--- config.mk ---
export PLATFORM = sky130hd
export DESIGN_NAME = opll_write_scheduler
export DESIGN_NICKNAME = d
export VERILOG_FILES = /design/src/rtl/opll_write_scheduler_pkg.sv /design/src/rtl/io_write_fifo.sv /design/src/rtl/opll_write_scheduler.sv
export SDC_FILE = /design/constraint.sdc
export NUM_CORES = 1
export LEC_CHECK = 0
export CORE_UTILIZATION = 30
export CTS_BUF_LIST = sky130_fd_sc_hd__clkbuf_8
export DETAILED_ROUTE_END_ITERATION = 8
export GPL_ROUTABILITY_DRIVEN = 0
export MAX_ROUTING_LAYER = met4
export SETUP_SLACK_MARGIN = 0.15
export SYNTH_ARGS = -nofsm -noshare
export SYNTH_HDL_FRONTEND = slang
export SYNTH_SLANG_ARGS = --single-unit
--- constraint.sdc ---
create_clock -name clk -period 3.9 [get_ports clk]
set_clock_uncertainty 0.15 [all_clocks]
set_input_delay 0.78 -clock clk [delete_from_list [all_inputs] [get_ports clk]]
set_output_delay 0.78 -clock clk [all_outputs]
set_load 0.02 [all_outputs]
--- src/rtl/opll_write_scheduler_pkg.sv ---
// Shared MSX definitions for the OPLL write path: settle-time defaults,
// the queued write entry and the scheduler state encoding.
package opll_write_scheduler_pkg;

  localparam int unsigned ADDR_WAIT_DEFAULT = 12;
  localparam int unsigned DATA_WAIT_DEFAULT = 84;
  localparam int unsigned WAIT_W            = 8;

  typedef struct packed {
    logic [2:0] mask;
    logic       a0;
    logic [7:0] data;
  } io_write_t;

  typedef enum logic [1:0] {
    ST_IDLE  = 2'd0,
    ST_ISSUE = 2'd1,
    ST_WAIT  = 2'd2
  } sched_state_t;

endpackage

--- src/rtl/io_write_fifo.sv ---
// Small power-of-two FIFO holding pending OPLL writes; a push into a full
// queue is accepted only when a pop frees a slot in the same cycle.
module io_write_fifo
  import opll_write_scheduler_pkg::*;
#(
  parameter int unsigned DEPTH = 8
) (
  input  logic                     clk,
  input  logic                     reset_n,
  input  logic                     push,
  input  io_write_t                push_data,
  input  logic                     pop,
  output io_write_t                pop_data,
  output logic                     full,
  output logic                     empty,
  output logic [$clog2(DEPTH):0]   count
);

  localparam int unsigned AW      = $clog2(DEPTH);
  localparam logic [AW:0] DEPTH_C = (AW+1)'(DEPTH);

  io_write_t     mem [DEPTH];
  logic [AW-1:0] wr_ptr;
  logic [AW-1:0] rd_ptr;
  logic [AW:0]   cnt;
  logic          do_push;
  logic          do_pop;

  assign do_pop  = pop && (cnt != '0);
  assign do_push = push && ((cnt != DEPTH_C) || do_pop);

  assign full     = (cnt == DEPTH_C);
  assign empty    = (cnt == '0);
  assign count    = cnt;
  assign pop_data = mem[rd_ptr];

  always_ff @(posedge clk or negedge reset_n) begin
    if (!reset_n) begin
      wr_ptr <= '0;
      rd_ptr <= '0;
      cnt    <= '0;
    end else begin
      if (do_push) wr_ptr <= wr_ptr + AW'(1);
      if (do_pop)  rd_ptr <= rd_ptr + AW'(1);
      cnt <= cnt + (AW+1)'(do_push) - (AW+1)'(do_pop);
    end
  end

  // Storage needs no reset: occupancy is tracked by cnt alone.
  always_ff @(posedge clk) begin
    if (do_push) mem[wr_ptr] <= push_data;
  end

endmodule

--- src/rtl/opll_write_scheduler.sv ---
// Buffers Z80 I/O writes to the OPLL instances and replays them one at a time,
// leaving the chip's address/data settle time between strobes.
//
// state | meaning
// IDLE  | pop queue head, regate mask with chip_enabled, start strobe if any left
// ISSUE | cs_n/wr_n asserted, held until a clk_en cycle completes
// WAIT  | strobes released, counting clk_en ticks of settle time
module opll_write_scheduler
  import opll_write_scheduler_pkg::*;
#(
  parameter int unsigned FIFO_DEPTH = 8,
  parameter int unsigned ADDR_WAIT  = ADDR_WAIT_DEFAULT,
  parameter int unsigned DATA_WAIT  = DATA_WAIT_DEFAULT
) (
  input  logic       clk,
  input  logic       reset_n,
  input  logic       clk_en,
  input  logic       cpu_iorq,
  input  logic       cpu_m1,
  input  logic       cpu_wr,
  input  logic [7:0] cpu_addr,
  input  logic [7:0] cpu_data,
  input  logic [2:0] dev_sel,
  input  logic [2:0] chip_enabled,
  output logic [2:0] opll_cs_n,
  output logic       opll_wr_n,
  output logic       opll_addr,
  output logic [7:0] opll_din,
  output logic       busy,
  output logic       overflow
);

  localparam int unsigned       CW        = $clog2(FIFO_DEPTH) + 1;
  localparam logic [WAIT_W-1:0] ADDR_LOAD = WAIT_W'(ADDR_WAIT);
  localparam logic [WAIT_W-1:0] DATA_LOAD = WAIT_W'(DATA_WAIT);

  sched_state_t      state_q, state_d;
  logic [WAIT_W-1:0] cnt_q, cnt_d;
  logic [2:0]        cs_n_d;
  logic              wr_n_d;
  logic              addr_d;
  logic [7:0]        din_d;
  logic [2:0]        live_mask;

  logic      strobe_now;
  logic      strobe_prev;
  logic      capture;
  io_write_t push_entry;
  io_write_t head;
  logic      fifo_pop;
  logic      fifo_full;
  logic      fifo_empty;
  logic [CW-1:0] fifo_count;
  logic      addr_unused;

  // Only A0 selects register vs data; the rest of the port address is decoded upstream.
  assign addr_unused = ^cpu_addr[7:1];

  assign strobe_now = cpu_iorq & ~cpu_m1 & cpu_wr & (|(dev_sel & chip_enabled));
  assign capture    = strobe_now & ~strobe_prev;

  assign push_entry.mask = dev_sel & chip_enabled;
  assign push_entry.a0   = cpu_addr[0];
  assign push_entry.data = cpu_data;

  io_write_fifo #(.DEPTH(FIFO_DEPTH)) u_fifo (
    .clk       (clk),
    .reset_n   (reset_n),
    .push      (capture),
    .push_data (push_entry),
    .pop       (fifo_pop),
    .pop_data  (head),
    .full      (fifo_full),
    .empty     (fifo_empty),
    .count     (fifo_count)
  );

  always_comb begin
    state_d   = state_q;
    cnt_d     = cnt_q;
    cs_n_d    = opll_cs_n;
    wr_n_d    = opll_wr_n;
    addr_d    = opll_addr;
    din_d     = opll_din;
    fifo_pop  = 1'b0;
    live_mask = head.mask & chip_enabled;
    case (state_q)
      ST_IDLE: begin
        if (!fifo_empty) begin
          fifo_pop = 1'b1;
          // An instance disabled while its write sat in the queue is skipped.
          if (live_mask != 3'b000) begin
            state_d = ST_ISSUE;
            cs_n_d  = ~live_mask;
            wr_n_d  = 1'b0;
            addr_d  = head.a0;
            din_d   = head.data;
          end
        end
      end
      ST_ISSUE: begin
        if (clk_en) begin
          state_d = ST_WAIT;
          cs_n_d  = 3'b111;
          wr_n_d  = 1'b1;
          cnt_d   = opll_addr ? DATA_LOAD : ADDR_LOAD;
        end
      end
      ST_WAIT: begin
        if (cnt_q == '0) begin
          state_d = ST_IDLE;
        end else if (clk_en) begin
          cnt_d = cnt_q - WAIT_W'(1);
          if (cnt_q == WAIT_W'(1)) state_d = ST_IDLE;
        end
      end
      default: state_d = ST_IDLE;
    endcase
  end

  always_ff @(posedge clk or negedge reset_n) begin
    if (!reset_n) begin
      state_q     <= ST_IDLE;
      cnt_q       <= '0;
      opll_cs_n   <= 3'b111;
      opll_wr_n   <= 1'b1;
      opll_addr   <= 1'b0;
      opll_din    <= 8'h00;
      strobe_prev <= 1'b0;
      overflow    <= 1'b0;
    end else begin
      state_q     <= state_d;
      cnt_q       <= cnt_d;
      opll_cs_n   <= cs_n_d;
      opll_wr_n   <= wr_n_d;
      opll_addr   <= addr_d;
      opll_din    <= din_d;
      strobe_prev <= strobe_now;
      if (capture && fifo_full && !fifo_pop) overflow <= 1'b1;
    end
  end

  assign busy = (fifo_count != '0) || (state_q != ST_IDLE);

endmodule

==> results.yml, run 1 <==
grt:
  grt.total_usage: 0.1239
  grt_max_degree: 36
  grt-ovfl-total: 0
  grt_pass1_vias: 3009
  grt_antenna_before_repair: 0
  grt_pass1_wl_um: 16260
finish:
  nNetsFinal: 423
  layout_cells_sized_above_1: 0.2374
  area_growth_pct: 19.48
  mostFrequentLayoutCell: "edfxtp_1"
  layout.cells.most_common_list: "edfxtp_1, clkdlybuf4s50_1, dfrtp_1, mux2_2"
  fin_util: 0.3669
  fillers: 1704
  antenna-diode-count: 0
job:
  maxCapViolCount: 0
setup_path:
  cp-endpoint: "u_fifo.mem[4][10]$_DFFE_PP_"
  critPathRequiredTime_ps: 3900
  number_of_cells_traversed_by_the_worst_register_to_register_path: 6
  critical_path.startpoint_type: "input port"
  crit_fanout: 10
  cp_top_family: "simple AND/OR/NAND/NOR gates"
  setup.reg_to_reg.worst_slack_ps: 1120
  worstSetupPathDepth: 7
  crit_type: "input port to flop"
  critPathArrivalTime_ps: 3080
  critical_path.startpoint: "chip_enabled[1]"
  setup.worst_path.end_class: "flop"
  reg2reg_to: "opll_din[7]$_DFFE_PN0P_"
  max_stage_delay_ps: 500
  cp_cell_sequence: "clkdlybuf4s50_1 > and2_1 > o31ai_1 > nor3_2 > nand2b_1 > nor2_1 > buf_12"
  worst_path_slowest_cell: "clkdlybuf4s50_1"
  critPathBufInv: 2
  timing.rr.start: "u_fifo.rd_ptr[1]$_DFFE_PN0N_"
die:
  dieArea_um2: 19000
  die_boundary_height_um: 137.8
  io-pin-count: 43
  die_x_um: 137.8
  floorplan.initialDensity: 0.3071
  rows: 49
  core_area_um2: 18020
synth:
  synth_enable_flop_cells: 96
  synth_cell_type_count: 48
  synth_warnings: 0
  yosys-mux-area-fraction: 0.1492
  largest_family_of_logic_cells_by_synthesized_area: "multiplexers"
  synthAdderAreaFrac: 0.02848
  mappedNetlistNets: 367
  complex_gate_fraction_of_the_synthesized_area: 0.05154
  syn-cell-area_um2: 5535
  async_flop_share: 0.2672
  synth_top_flop_cell: "edfxtp_1"
  synth_simple_gate_area_share: 0.05380
  ys_ff_latch: 131
  yosysSeqAreaShare: 0.6799
  synthesis.instances: 327
  postSynthAreaPerCell_um2: 16.93
  synth_xor_area_frac: 0.01266
clocking:
  cts_sinks: 131
  tritoncts.num_buffers: 17
  cts_buffer_depth: 2
  clk_root_buffer_cell: "clkbuf_8"
  clkTransAtPathRegs_ps: 70
  clock_tree_from_tritoncts: "done"
  cts_h_tree_depth: 4
  worst_skew_pair.late_latency_ps: 440
  cts.repair_timing.setup_buffer_count: 0
  post_cts_resized: 0
  cts.hold.buffers_added: 0
route:
  first_pass_iters: 4
  routed-via-count: 2946
  wire_per_inst_um: 16.83
  first_drt_iteration_drcs: 105
  number_of_remaining_drc_errors: 0
  via_per_inst: 4.714
  ant_nets: 0
  overall_routed_net_length_um: 10520
sta:
  slew_viol_final: 0
  aggregate_negative_setup_slack_ps: 0
  timing.fmax_ghz: 0.3250
  final_setup_margin_ps: 823.5
  max_slew_headroom_at_the_worst_pin: 0.4142
  shortest_period_the_worst_path_allows_ps: 3077
  hold_viol_final: 0
  setup_violations: 0
  grt_setup_unrepaired: "false"
  worst_margin_slew_ps: 878.7
  fin_crit_sh: 0.7889
placement:
  portBuffers: 35
  place.detailed.hpwl_um: 6984
  place_ws_ps: 375.3
pwr:
  irDropWorstVdd_mv: 0.2773
  leakage_dissipation_nw: 2.419
  power_density_nw_per_um2: 696.6
hold_path:
  hold_path_class: "input port to asynchronous set/reset pin"
status:
  outcome: "complete, no violations"
==> worst min path at each step <==
stage | to | cells past startpoint | start
floorplan | cnt_q[0]$_DFFE_PN0P_ | 0 | reset_n
global placement | overflow$_DFFE_PN0P_ | 1 | overflow$_DFFE_PN0P_
detailed placement | opll_cs_n[0]$_DFFE_PN1P_ | 2 | opll_cs_n[0]$_DFFE_PN1P_
CTS | cnt_q[0]$_DFFE_PN0P_ | 1 | reset_n
global route | cnt_q[0]$_DFFE_PN0P_ | 1 | reset_n
finish | u_fifo.count[1]$_DFF_PN0_ | 1 | reset_n
==> per-stage QoR <==
stage	total power, mW	area, µm²	hold WS, ps	instances
global route	4.885	6614	335.6	625
detailed placement	3.544	6221	317.9	593
floorplan	3.095	5535	330.5	327
global placement	3.501	6221	312.3	593
finish	4.607	6614	296.8	625
CTS	4.672	6614	295.6	625
==> sequential cells by signal (all words and copies together) (netlist names) <==
register	cells
u_fifo.mem	96
state_q	2
overflow	1
cnt_q	8
opll_addr	1
opll_cs_n	3
u_fifo.count	4
u_fifo.rd_ptr	3
u_fifo.wr_ptr	3
opll_wr_n	1
strobe_prev	1
opll_din	8
==> synthesized netlist by cell type, types with 2 or more instances <==
cell type | count | share of area
mux4_1 | 8 | 0.038
o2111ai_1 | 2 | 0.0032
xnor2_1 | 4 | 0.0063
clkbuf_1 | 3 | 0.0020
mux2_1 | 2 | 0.0041
nor3_2 | 2 | 0.0036
a22o_1 | 2 | 0.0032
a21o_1 | 3 | 0.0041
dfstp_2 | 4 | 0.019
nor3_1 | 8 | 0.0072
o21ai_0 | 8 | 0.0072
o21a_1 | 2 | 0.0027
o22ai_1 | 5 | 0.0057
nand2b_1 | 6 | 0.0068
ha_1 | 11 | 0.025
nand3_1 | 2 | 0.0018
inv_1 | 17 | 0.012
edfxtp_1 | 96 | 0.52
mux4_2 | 10 | 0.041
xor2_1 | 4 | 0.0063
dfrtp_1 | 31 | 0.14
a21oi_1 | 9 | 0.0081
nand2_1 | 13 | 0.0088
mux2_2 | 18 | 0.037
nor3b_1 | 2 | 0.0027
and2_1 | 4 | 0.0045
buf_2 | 3 | 0.0027
buf_6 | 4 | 0.0081
mux2_4 | 11 | 0.030
o221ai_1 | 2 | 0.0032
nor2_1 | 14 | 0.0095
==> layer usage <==
layer	routed length (µm)	vias to the layer above	global-route usage
met2	5176	64	0.1988
met1	4563	1494	0.1447
li1	-	1369	-
met3	533	19	0.03569
met5	0	-	-
met4	248	0	0.05435
==> cell type report <==
class,count,area (µm²),area share
Timing Repair Buffer,47,460.4,0.06962
Tap cell,229,286.5,0.04332
Clock inverter,15,158.9,0.02403
Clock buffer,17,234.0,0.03538
Multi-Input combinational cell,169,1647,0.2490
Sequential cell,131,3764,0.5691
Inverter,17,63.81,0.009648
==> cell families (layout without fill, tap and decap cells) <==
family	count (synthesis)	count (layout)
AOI/OAI and AO/OA	42	42
xor gates and xnor gates	8	8
adders and majority gates	12	12
buffers and inverters	27	96
DFF	131	131
muxes	49	49
and+or+nand+nor	58	58
==> worst reg2reg max path: stages (launching register included) <==
cell and delay (ps):
dfrtp_1 920, mux2_2 420, o221ai_1 260, nor3_1 150
nor3_2 170, buf_4 260, mux2_2 350
==> power breakdown <==
part / internal [mW] / total [mW] / switching (mW)
sequential: 1.71 / 1.97 / 0.262
clock: 0.573 / 1.11 / 0.540
combinational: 0.834 / 1.52 / 0.689
total: 3.12 / 4.61 / 1.49
Note: power is estimated with default switching activity, not from simulation.
==> run 2: changes to the inputs <==
==> constraint.sdc (replaced) <==
create_clock -name clk -period 2.85 [get_ports clk]
set_clock_uncertainty 0.15 [all_clocks]
set_input_delay 0.57 -clock clk [delete_from_list [all_inputs] [get_ports clk]]
set_output_delay 0.57 -clock clk [all_outputs]
set_load 0.02 [all_outputs]
==> results.yml, run 2 (synthesized netlist as in run 1, its figures left out) <==
status:
  outcome: "complete, no violations"
sta:
  fin_crit_sh: 0.8915
  hold_viol_final: 0
  worst_margin_slew_ps: 808.1
  grt_setup_unrepaired: "false"
  max_slew_headroom_at_the_worst_pin: 0.4613
  timing.fmax_ghz: 0.3936
  aggregate_negative_setup_slack_ps: 0
  setup_violations: 0
  slew_viol_final: 0
  shortest_period_the_worst_path_allows_ps: 2541
pwr:
  leakage_dissipation_nw: 2.507
  power_density_nw_per_um2: 921.0
  power_switching_mw: 2.036
  p_clk_frac: 0.229
  irDropWorstVdd_mv: 0.4012
  power.switching_fraction: 0.3258
  cell_internal_pwr_mw: 4.214
  pwr-share-seq: 0.417
  power_frac_comb: 0.354
  finalPower_mw: 6.251
die:
  io-pin-count: 43
  die_x_um: 137.8
  floorplan.initialDensity: 0.3071
  rows: 49
  die_boundary_height_um: 137.8
  dieArea_um2: 19000
  core_area_um2: 18020
finish:
  mostFrequentLayoutCell: "edfxtp_1"
  largest_registers: "u_fifo.mem (96), cnt_q (8), opll_din (8)"
  fillers: 1673
  area_growth_pct: 22.60
  antenna-diode-count: 0
  layout_cells_sized_above_1: 0.2681
  fin_util: 0.3765
  number_of_flip_flops_in_the_largest_register: 96
  fin_cells: 643
  largest_register: "u_fifo.mem"
  layout.cells.most_common_list: "edfxtp_1, clkdlybuf4s50_1, dfrtp_1, buf_4, inv_1"
  nNetsFinal: 441
setup_path:
  crit_fanout: 11
  critical_path.startpoint_type: "flop"
  crit_type: "flop to flop"
  setup.worst_path.end_class: "flop"
  critPathRequiredTime_ps: 3010
  critPathArrivalTime_ps: 2700
placement:
  portBuffers: 35
  placed_insts: 611
  place.detailed.hpwl_um: 7029
clocking:
  cts_buffer_depth: 2
  cts.hold.buffers_added: 0
  worst_skew_pair.late_latency_ps: 430
  tritoncts.num_buffers: 17
  clk_root_buffer_cell: "clkbuf_8"
  clkTransAtPathRegs_ps: 70
  post_cts_resized: 0
  cts.repair_timing.setup_buffer_count: 0
  cts_h_tree_depth: 4
  cts_sinks: 131
  clock_tree_from_tritoncts: "done"
hold_path:
  hold_path_class: "input port to asynchronous set/reset pin"
route:
  wire_per_inst_um: 16.09
  number_of_remaining_drc_errors: 0
  overall_routed_net_length_um: 10340
  via_per_inst: 4.616
  routed-via-count: 2968
  ant_nets: 0
  first_drt_iteration_drcs: 130
  first_pass_iters: 4
grt:
  grt_max_degree: 36
  grt_pass1_vias: 3194
  grt.total_usage: 0.1248
  grt_pass1_wl_um: 16690
  grt-ovfl-total: 0
  grt_antenna_before_repair: 0
job:
  maxCapViolCount: 0
run 2: cell count changes in the layout (fill, tap and decap cells not counted), moves of 2 or more:
cell,change
buf_4,+13
buf_12,+5
clkinvlp_4,+3
clkinv_2,-2
clkinv_4,-2
inv_1,+2
inv_6,+2
run 2: final timing paths:
path / start / endpoint / slack, ps / cells past startpoint
hold / removal: reset_n / u_fifo.count[1]$_DFF_PN0_ / 80 / 1
setup / recovery: u_fifo.rd_ptr[1]$_DFFE_PN0N_ / opll_din[7]$_DFFE_PN0P_ / 310 / 7
hold reg to reg: opll_cs_n[1]$_DFFE_PN1P_ / opll_cs_n[1]$_DFFE_PN1P_ / 320 / 2
setup reg to reg: u_fifo.rd_ptr[1]$_DFFE_PN0N_ / opll_din[7]$_DFFE_PN0P_ / 310 / 7
min in group clk: opll_cs_n[1]$_DFFE_PN1P_ / opll_cs_n[1]$_DFFE_PN1P_ / 320 / 2
max in group asynchronous: reset_n / state_q[0]$_DFFE_PN0P_ / 1960 / 1
run 2: worst max-delay path: stages, from the launching register on:
cell and delay (ps):
dfrtp_1 660, buf_4 210, mux2_2 340, o22ai_1 170, nor3_1 110, nor3_2 180
buf_4 250, mux2_2 360
run 2: metrics by stage:
| stage | area (µm²) | setup slack (ps) | hold slack, ps |
|---|---|---|---|
| after floorplan | 5545 | 345.2 | 124.4 |
| after global placement | 6419 | 16.43 | 307.4 |
| after detailed placement | 6419 | -5.547 | 306.0 |
| after CTS | 6787 | 284.0 | 83.18 |
| after global routing | 6787 | 172.2 | 113.9 |
| final | 6787 | 309.1 | 83.20 |
run 2: layer usage:
metal  share of wire  up-vias  GRT usage
li1                -     1416          -
met1            0.45     1501     0.1499
met2            0.51       47     0.2027
met3           0.032        4    0.03201
met4          0.0064        0    0.04529
met5               0        -          -
run 2: power groups by stage:
stage | registers, mW | logic (mW) | clock network [mW]
2_1_floorplan | 2.66 | 1.58 | 0
3_3_place_gp | 2.63 | 2.18 | 0
3_5_place_dp | 2.65 | 2.24 | 0
4_1_cts | 2.61 | 2.26 | 1.48
5_1_grt | 2.65 | 2.46 | 1.56
6_report | 2.61 | 2.22 | 1.43
run 2: area by class of cell:
| cell class | count | area (µm²) | share of cell area |
|---|---|---|---|
| Sequential cell | 131 | 3764 | 0.5546 |
| Timing Repair Buffer | 65 | 658.1 | 0.09698 |
| Inverter | 17 | 63.81 | 0.009403 |
| Clock inverter | 15 | 133.9 | 0.01973 |
| Tap cell | 229 | 286.5 | 0.04222 |
| Clock buffer | 17 | 234.0 | 0.03448 |
| Multi-Input combinational cell | 169 | 1647 | 0.2426 |
